## config.mk

```make
export PLATFORM = sky130hd
export DESIGN_NAME = operand_tf_seq
export DESIGN_NICKNAME = d
export VERILOG_FILES = /design/src/rtl/operand_tf_pkg.sv /design/src/rtl/operand_tf_seq_perf.sv /design/src/rtl/operand_tf_seq.sv
export SDC_FILE = /design/constraint.sdc
export NUM_CORES = 1
export LEC_CHECK = 0
export BUFFER_PORTS_ARGS = -buffer_cell sky130_fd_sc_hd__buf_2
export CAP_MARGIN = 20
export CORE_MARGIN = 4
export CORE_UTILIZATION = 43
export DETAILED_ROUTE_END_ITERATION = 6
export PLACE_DENSITY = 0.72
export SETUP_SLACK_MARGIN = 0.4
export SLEW_MARGIN = 20
export SYNTH_ARGS = -nofsm -noshare
export SYNTH_HDL_FRONTEND = slang
export SYNTH_SLANG_ARGS = --single-unit
```

## constraint.sdc

```tcl
create_clock -name clk -period 1.4 [get_ports clk]
set_input_delay 0.21 -clock clk [delete_from_list [all_inputs] [get_ports clk]]
set_output_delay 0.21 -clock clk [all_outputs]
set_load 0.01 [all_outputs]
```

## src/rtl/operand_tf_pkg.sv

```systemverilog
// Shared types and constants for the operand transform sequencer.
package operand_tf_pkg;

    // Default maximum multiply passes per operand block.
    localparam int unsigned OPERAND_TF_MAX_PASSES = 4;

    // Sequencer states: each pass runs an EVEN then an ODD step.
    typedef enum logic [1:0] {
        IDLE = 2'd0,
        EVEN = 2'd1,
        ODD  = 2'd2,
        DONE = 2'd3
    } seq_state_e;

endpackage

```

## src/rtl/operand_tf_seq_perf.sv

```systemverilog
// Saturating performance counters for the operand transform sequencer.
// Present only when OPERAND_TF_SEQ_PERF_EN is defined.
module operand_tf_seq_perf (
    input  logic        clk,
    input  logic        rst_n,
    input  logic        perf_clr,
    input  logic        blk_done,
    input  logic        blk_stall,
    output logic [31:0] perf_blocks,
    output logic [31:0] perf_stall
);

    logic [31:0] perf_blocks_q, perf_blocks_d;
    logic [31:0] perf_stall_q, perf_stall_d;

    // Clear wins over increment; both counters stick at all-ones.
    always_comb begin
        perf_blocks_d = perf_blocks_q;
        perf_stall_d  = perf_stall_q;
        if (perf_clr) begin
            perf_blocks_d = '0;
            perf_stall_d  = '0;
        end else begin
            if (blk_done && (perf_blocks_q != '1)) perf_blocks_d = perf_blocks_q + 32'd1;
            if (blk_stall && (perf_stall_q != '1)) perf_stall_d = perf_stall_q + 32'd1;
        end
    end

    // Counter registers with synchronous active-low reset.
    always_ff @(posedge clk) begin
        if (!rst_n) begin
            perf_blocks_q <= '0;
            perf_stall_q  <= '0;
        end else begin
            perf_blocks_q <= perf_blocks_d;
            perf_stall_q  <= perf_stall_d;
        end
    end

    assign perf_blocks = perf_blocks_q;
    assign perf_stall  = perf_stall_q;

endmodule

```

## src/rtl/operand_tf_seq.sv

```systemverilog
// Operand transform sequencer: steps a lane through EVEN/ODD multiply
// passes per accepted block, then holds the result until out_ready.
// Optional performance counters enabled by OPERAND_TF_SEQ_PERF_EN.
module operand_tf_seq
    import operand_tf_pkg::*;
#(
    parameter int unsigned MAX_PASSES = OPERAND_TF_MAX_PASSES,
    parameter int unsigned PASS_W     = $clog2(MAX_PASSES + 1)
) (
    input  logic              clk,
    input  logic              rst_n,
    input  logic              in_valid,
    output logic              in_ready,
    input  logic [PASS_W-1:0] num_passes,
    input  logic              flush,
    output logic              load_input,
    output logic              iter_sel,
    output logic              feedback_sel,
    output logic              we_result,
    output logic              out_valid,
    input  logic              out_ready,
    output logic              busy,
    output logic [PASS_W-1:0] pass_idx
`ifdef OPERAND_TF_SEQ_PERF_EN
    ,
    input  logic              perf_clr,
    output logic [31:0]       perf_blocks,
    output logic [31:0]       perf_stall
`endif
);

    seq_state_e        state_q, state_d;
    logic [PASS_W-1:0] pass_idx_q, pass_idx_d;
    logic [PASS_W-1:0] eff_passes_q, eff_passes_d;
    logic [PASS_W-1:0] clamped_passes;

    // Map the requested pass count into the legal range 1..MAX_PASSES.
    always_comb begin
        clamped_passes = num_passes;
        if (num_passes == '0) begin
            clamped_passes = PASS_W'(1);
        end else if (num_passes > PASS_W'(MAX_PASSES)) begin
            clamped_passes = PASS_W'(MAX_PASSES);
        end
    end

    // Next-state and lane strobes; flush overrides every transition.
    always_comb begin
        state_d      = state_q;
        pass_idx_d   = pass_idx_q;
        eff_passes_d = eff_passes_q;
        iter_sel     = 1'b0;
        feedback_sel = 1'b0;
        we_result    = 1'b0;
        out_valid    = 1'b0;
        busy         = (state_q != IDLE);
        in_ready     = rst_n && (state_q == IDLE) && !flush;
        load_input   = in_ready && in_valid;

        unique case (state_q)
            IDLE: begin
                if (load_input) begin
                    state_d      = EVEN;
                    pass_idx_d   = '0;
                    eff_passes_d = clamped_passes;
                end
            end
            EVEN: begin
                we_result    = 1'b1;
                feedback_sel = (pass_idx_q != '0);
                state_d      = ODD;
            end
            ODD: begin
                iter_sel     = 1'b1;
                we_result    = 1'b1;
                feedback_sel = (pass_idx_q != '0);
                if (pass_idx_q == eff_passes_q - PASS_W'(1)) begin
                    state_d = DONE;
                end else begin
                    pass_idx_d = pass_idx_q + PASS_W'(1);
                    state_d    = EVEN;
                end
            end
            DONE: begin
                out_valid = 1'b1;
                if (out_ready) state_d = IDLE;
            end
            default: state_d = IDLE;
        endcase

        if (flush) begin
            state_d    = IDLE;
            pass_idx_d = '0;
        end
    end

    // State, pass counter and latched pass count registers.
    always_ff @(posedge clk) begin
        if (!rst_n) begin
            state_q      <= IDLE;
            pass_idx_q   <= '0;
            eff_passes_q <= PASS_W'(1);
        end else begin
            state_q      <= state_d;
            pass_idx_q   <= pass_idx_d;
            eff_passes_q <= eff_passes_d;
        end
    end

    assign pass_idx = pass_idx_q;

`ifdef OPERAND_TF_SEQ_PERF_EN
    operand_tf_seq_perf u_perf (
        .clk         (clk),
        .rst_n       (rst_n),
        .perf_clr    (perf_clr),
        .blk_done    (out_valid && out_ready),
        .blk_stall   (out_valid && !out_ready),
        .perf_blocks (perf_blocks),
        .perf_stall  (perf_stall)
    );
`endif

endmodule

```

==> impl_metrics.env, run 1 <==
export IMPL_final_max_slew_viol_count=0
export IMPL_synth_top_area_share_pct=27.7
export IMPL_cts_max_level=1
export IMPL_clkTransAtPathRegs_ns=0.06
export IMPL_routed_wirelength_mm=1.62
export IMPL_final_cell_area_um2=995
export IMPL_utilization_pct=83.9
export IMPL_max_freq_mhz=692
export IMPL_critPathRequiredTime_ns=1.19
export IMPL_gp_congestion=0.750
export IMPL_die_width_um=44.7
export IMPL_path_cells="inv_4 -> ha_4 -> a21boi_4 -> buf_6"
export IMPL_crit_type="reg -> out"
export IMPL_powerDensity_nw_per_um2=561
export IMPL_nets=114
export IMPL_p_leak_nw=0.433
export IMPL_fin_worst_skew_ns=0.0119
export IMPL_syn_area_um2=578
export IMPL_cp_end_kind="output pin"
export IMPL_violations="setup timing"
export IMPL_cp_start_kind="flop"
export IMPL_slew_headroom_pct=82.9
export IMPL_arrival_ns=1.24
export IMPL_ctsHoldBuffers=0
export IMPL_core_um2=1190
export IMPL_fin_crit_sh_pct=103
export IMPL_wire_per_inst_um=14.4
export IMPL_hp_start="rst_n"
export IMPL_hold_violations=0
export IMPL_drc=0
export IMPL_ys_seq_area_share_pct=27.7
export IMPL_clock_sinks=8
export IMPL_tightest_slew_ns=0.255
export IMPL_hold_ws_ns=0.194
export IMPL_ir_worst_vdd_uv=384
export IMPL_cts_root_buf="clkbuf_4"
export IMPL_grt_pass1_vias=546
export IMPL_synthCells=62
export IMPL_finalSetupViolations=5
export IMPL_vias=573
export IMPL_crit_path_start="state_q[1]$_SDFFE_PP0P_"
export IMPL_placed_area_um2=764
export IMPL_grt_max_degree=7
export IMPL_r2r_start="eff_passes_q[0]$_SDFFE_PN1P_"
export IMPL_synth_top_cells_by_area="dfxtp_1 28%, ha_1 15%, inv_1 5.2%"
export IMPL_fin_cells=112
export IMPL_yosys_warnings=0
export IMPL_ys_types=28
export IMPL_clockBufferDepth=2
export IMPL_ff2ff_path_depth=6
export IMPL_finalPower_mw=0.558
export IMPL_die_y_um=44.7
export IMPL_ios=18
export IMPL_portBuffers=17
export IMPL_dp_cells=96
export IMPL_grt_overflow_total=0
export IMPL_drv_cap=0
export IMPL_rows=12
export IMPL_grt_pass1_wl_mm=2.37
export IMPL_yosys_area_top_type="dfxtp_1"
export IMPL_crit_fanout=3
export IMPL_antenna_found_initial=0
export IMPL_diodes=0
export IMPL_area_growth_pct=72.1
export IMPL_dpl_hpwl_um=967
export IMPL_viasPerCell=5.12
export IMPL_numCtsBuffers=3
export IMPL_status="complete, but fails checks"
export IMPL_drtIter0Drc=5
export IMPL_clkLatencyLatePin_ns=0.27
export IMPL_drtAntennaViolNets=0
export IMPL_drt_pre_antenna_iters=4
export IMPL_synth_seq_cells=8
export IMPL_slowest_delay_ns=0.38
export IMPL_avgSynthCellArea_um2=9.32
export IMPL_hold_path_class="in -> reg"
export IMPL_rsz0062_at_grt="true"
export IMPL_cts_tree="yes"
export IMPL_dieArea_um2=1990
export IMPL_hold_path_depth=2
export IMPL_start_util_pct=48.7
export IMPL_syn_nets=77
export IMPL_critPathSlowestCell="dfxtp_4"
export IMPL_fin_ws_ns=-0.0455
export IMPL_grt_use_total_pct=16.3
export IMPL_layout_drive_gt1_share_pct=66.3
export IMPL_period_needed_ns=1.45
power by group:
part / total, mW / internal, mW / switching (mW)
combinational: 0.129 / 0.0674 / 0.0618
clock: 0.201 / 0.110 / 0.0914
sequential: 0.227 / 0.224 / 0.00358
total: 0.558 / 0.401 / 0.157
synthesized netlist by cell type:
library cell  number
nand3b_1           1
o21a_1             1
ha_1               7
nand3_1            3
a311o_1            1
a21oi_1            2
nor2b_4            1
o311ai_0           1
a211oi_1           1
or2b_1             1
nand2b_1           1
xnor3_1            1
dfxtp_1            8
a21o_4             1
o31ai_2            1
nand2_4            1
a311oi_1           1
inv_1              8
mux2i_1            2
nor2_1             4
inv_4              1
nand3_4            1
xor2_1             2
nor2b_1            2
nor3b_1            1
a21boi_0           2
nand2_1            5
nand4_1            1
cell families (layout without fill, tap and decap cells):
group	after synthesis	after routing	synth area share [%]
buf+inv	9	45	6.28
fa+ha+maj	7	7	15.2
compound gates	11	11	16.5
flops	8	8	27.7
xor+xnor	3	3	6.93
mux	2	2	3.46
simple gates	22	22	24.0
placed cells by master (no fill, tap or decap), types with 2 or more instances in the layout:
master / synthesis / final
buf_2: 0 / 12
buf_4: 0 / 11
buf_6: 0 / 9
dfxtp_4: 0 / 5
inv_4: 1 / 4
ha_4: 0 / 4
inv_1: 8 / 3
nor2_1: 4 / 3
nand3_1: 3 / 3
nand2_1: 5 / 3
ha_1: 7 / 3
clkbuf_4: 0 / 3
inv_2: 0 / 2
nor2b_1: 2 / 2
xor2_1: 2 / 2
mux2i_1: 2 / 2
nand2_2: 0 / 2
dfxtp_2: 0 / 2
flip-flops by register name, indices dropped and copies added (netlist names):
| signal | cells |
|---|---|
| eff_passes_q | 3 |
| pass_idx | 3 |
| state_q | 2 |
area by class of cell:
type | instances | area (um2)
fillers | 70 | 191
well taps | 14 | 17.5
flip-flops and latches | 8 | 181
inverters | 9 | 43.8
multi-input cells | 45 | 482
clock buffers | 4 | 26.3
repair buffers | 32 | 244
critical path: cells and delay by family, from the launching register on:
kind                       cells  cell delay, ns
DFF                            1            0.38
AOI/OAI and AO/OA              1            0.17
buffers and inverters          2            0.15
adders and majority gates      1            0.26
repair_timing:
item,in CTS,in global routing
resized for setup,14,12
endpoints found under the hold margin,0,0
buffers inserted,6,6
endpoints found under the setup margin,16,17
pin swaps,3,8
layer usage:
metal,track usage [%],vias to the layer above,wire [um]
met5,0,-,0
met1,21.0,273,688
met4,1.81,0,8
met3,6.50,2,75
li1,-,284,-
met2,26.1,14,844
stage by stage:
step / setup WS, ns / TNS (ns)
after floorplan: -0.00578 / -0.00578
after global placement: -0.0185 / -0.0185
after detailed placement: -0.0492 / -0.0530
after CTS: -0.0348 / -0.0697
after global routing: -0.136 / -0.503
final: -0.0455 / -0.0917
final timing paths:
kind              slack [ns]                      endpoint
setup / recovery       -0.05                  feedback_sel
hold reg to reg         0.49  eff_passes_q[2]$_SDFFE_PN0P_
setup reg to reg       -0.03       state_q[1]$_SDFFE_PP0P_
hold / removal          0.19  eff_passes_q[0]$_SDFFE_PN1P_
No activity file was read; power rests on OpenSTA's default activity.
==> inputs of run 2 (changes only) <==
--- a/config.mk
+++ b/config.mk
@@ -8,11 +8,10 @@
 export BUFFER_PORTS_ARGS = -buffer_cell sky130_fd_sc_hd__buf_2
 export CAP_MARGIN = 20
 export CORE_MARGIN = 4
-export CORE_UTILIZATION = 43
+export CORE_UTILIZATION = 40
 export DETAILED_ROUTE_END_ITERATION = 6
-export PLACE_DENSITY = 0.72
+export PLACE_DENSITY = 0.67
 export SETUP_SLACK_MARGIN = 0.4
-export SLEW_MARGIN = 20
 export SYNTH_ARGS = -nofsm -noshare
 export SYNTH_HDL_FRONTEND = slang
 export SYNTH_SLANG_ARGS = --single-unit
==> run 2 against run 1 <==
The run still ends with setup timing left. Sequential cell count unchanged. Fmax about the same. Sequential share of layout area decreased by 1.3 points. Via count increased by 1.0%. Largest cell class unchanged.
==> impl_metrics.env, run 2 (synthesis results as in run 1) <==
export IMPL_p_leak_nw=0.450
export IMPL_hold_path_class="in -> reg"
export IMPL_use_met2_pct=24.7
export IMPL_grt_pass1_vias=525
export IMPL_drt_pre_antenna_iters=4
export IMPL_violations="setup timing"
export IMPL_clockBufferDepth=2
export IMPL_rows=13
export IMPL_drv_cap=0
export IMPL_grt_use_total_pct=16.2
export IMPL_fin_tns_setup_ns=-0.0731
export IMPL_fin_crit_sh_pct=103
export IMPL_drtIter0Drc=6
export IMPL_final_max_slew_viol_count=0
export IMPL_final_common_cell="buf_2"
export IMPL_start_util_pct=43.3
export IMPL_final_cell_area_um2=1040
export IMPL_viasPerCell=5.03
export IMPL_cts_tree="yes"
export IMPL_cp_end_kind="output pin"
export IMPL_powerDensity_nw_per_um2=539
export IMPL_nets=116
export IMPL_diodes=0
export IMPL_fin_ws_ns=-0.0459
export IMPL_core_um2=1330
export IMPL_multi_input_area_um2=502
export IMPL_grt_max_degree=7
export IMPL_max_freq_mhz=692
export IMPL_pre_cts_slack_ns=-0.0396
export IMPL_ff2ff_path_depth=7
export IMPL_fillCellCount=81
export IMPL_gp_congestion=0.740
export IMPL_wire_per_inst_um=13.2
export IMPL_crit_type="reg -> out"
export IMPL_r2r_slack_ns=-0.01
export IMPL_r2r_start="eff_passes_q[0]$_SDFFE_PN1P_"
export IMPL_clock_sinks=8
export IMPL_finalSetupViolations=3
export IMPL_dpl_hpwl_um=994
export IMPL_critPathSlowestCell="dfxtp_4"
export IMPL_cts_root_buf="clkbuf_4"
export IMPL_routed_wirelength_mm=1.52
export IMPL_numCtsBuffers=3
export IMPL_grt_use_met1_pct=19.5
export IMPL_fin_worst_skew_ns=0.0162
export IMPL_die_width_um=46.0
export IMPL_dieArea_um2=2120
export IMPL_critical_path_top_delay_family="flip-flops"
export IMPL_clkLatencyLatePin_ns=0.27
export IMPL_cts_max_level=1
export IMPL_ir_worst_vdd_uv=577
export IMPL_crit_fanout=3
export IMPL_hp_start="rst_n"
export IMPL_layout_common_cells="12 x buf_2, 11 x buf_4, 10 x buf_6"
export IMPL_die_y_um=46.0
export IMPL_layout_drive_gt1_share_pct=70.0
export IMPL_grt_overflow_total=0
export IMPL_hold_path_depth=2
export IMPL_area_growth_pct=80.3
export IMPL_min_to="eff_passes_q[0]$_SDFFE_PN1P_"
export IMPL_period_needed_ns=1.45
export IMPL_tightest_slew_ns=0.226
export IMPL_hold_violations=0
export IMPL_met3_usage_pct=4.74
export IMPL_slowest_delay_ns=0.38
export IMPL_vias=579
export IMPL_fin_cells=115
export IMPL_critPathRequiredTime_ns=1.19
export IMPL_placed_area_um2=788
export IMPL_dp_cells=100
export IMPL_arrival_ns=1.24
export IMPL_rsz0062_at_grt="true"
export IMPL_grt_pass1_wl_mm=2.37
export IMPL_grt_busiest_layer="met2"
export IMPL_antenna_found_initial=0
export IMPL_status="complete, but fails checks"
export IMPL_r2r_end="pass_idx[0]$_SDFFE_PP0P_"
export IMPL_utilization_pct=78.1
export IMPL_slew_headroom_pct=84.9
export IMPL_clkTransAtPathRegs_ns=0.06
export IMPL_crit_buf_inv=2
export IMPL_final_seq_area_um2=176
export IMPL_portBuffers=17
export IMPL_cp_start_kind="flop"
export IMPL_drc=0
export IMPL_path_cells="inv_4 -> ha_4 -> a21boi_4 -> buf_2"
export IMPL_ios=18
export IMPL_drtAntennaViolNets=0
run 2: area by class of cell:
class	count	area share (%)
multi-input combinational	45	48.1
sequential	8	16.9
clock buffer	4	2.52
tap	15	1.80
inverter	9	4.20
timing repair buffer	34	26.4
run 2: layer usage:
metal  vias up  wire, um
met2        23       732
met1       261       624
met3         4       128
met4         0        33
li1        291         -
met5         -         0
run 2: worst reg2reg max path: stages (launching register included):
cell and delay (ns):
dfxtp_2 0.32, inv_2 0.04, ha_4 0.25, xor2_1 0.14, nand4_1 0.15, buf_4 0.18
nand2_4 0.07, mux2i_1 0.18
run 2: power by group:
part	leakage, nW	internal [mW]	switching, mW
Combinational	0.366	0.0697	0.0626
Clock	0.0150	0.110	0.0888
Sequential	0.0683	0.228	0.00328
run 2: how the worst max path moves through the flow:
stage | start | slack, ns | to | depth (start not counted)
floorplan | eff_passes_q[0]$_SDFFE_PN1P_ | -0.006 | pass_idx[2]$_SDFFE_PP0P_ | 6
global placement | eff_passes_q[0]$_SDFFE_PN1P_ | -0.03 | pass_idx[2]$_SDFFE_PP0P_ | 6
finish | state_q[1]$_SDFFE_PP0P_ | -0.05 | feedback_sel | 4
CTS | state_q[0]$_SDFFE_PP0P_ | -0.02 | feedback_sel | 4
global route | eff_passes_q[0]$_SDFFE_PN1P_ | -0.10 | pass_idx[0]$_SDFFE_PP0P_ | 7
detailed placement | eff_passes_q[0]$_SDFFE_PN1P_ | -0.04 | pass_idx[2]$_SDFFE_PP0P_ | 6
run 2: timing repair:
| item | CTS | global route |
|---|---|---|
| resized for setup | 16 | 14 |
| endpoints found under the setup margin | 16 | 18 |
| pin swaps | 7 | 9 |
| gates cloned | 0 | 0 |
| buffers inserted | 6 | 5 |
| hold buffers | 0 | 0 |
run 2: metrics by stage:
stage          hold slack (ns)  power (mW)
2_1_floorplan            0.288       0.292
3_3_place_gp             0.459       0.325
3_5_place_dp             0.465       0.327
4_1_cts                  0.204       0.546
5_1_grt                  0.209       0.588
6_report                 0.210       0.562
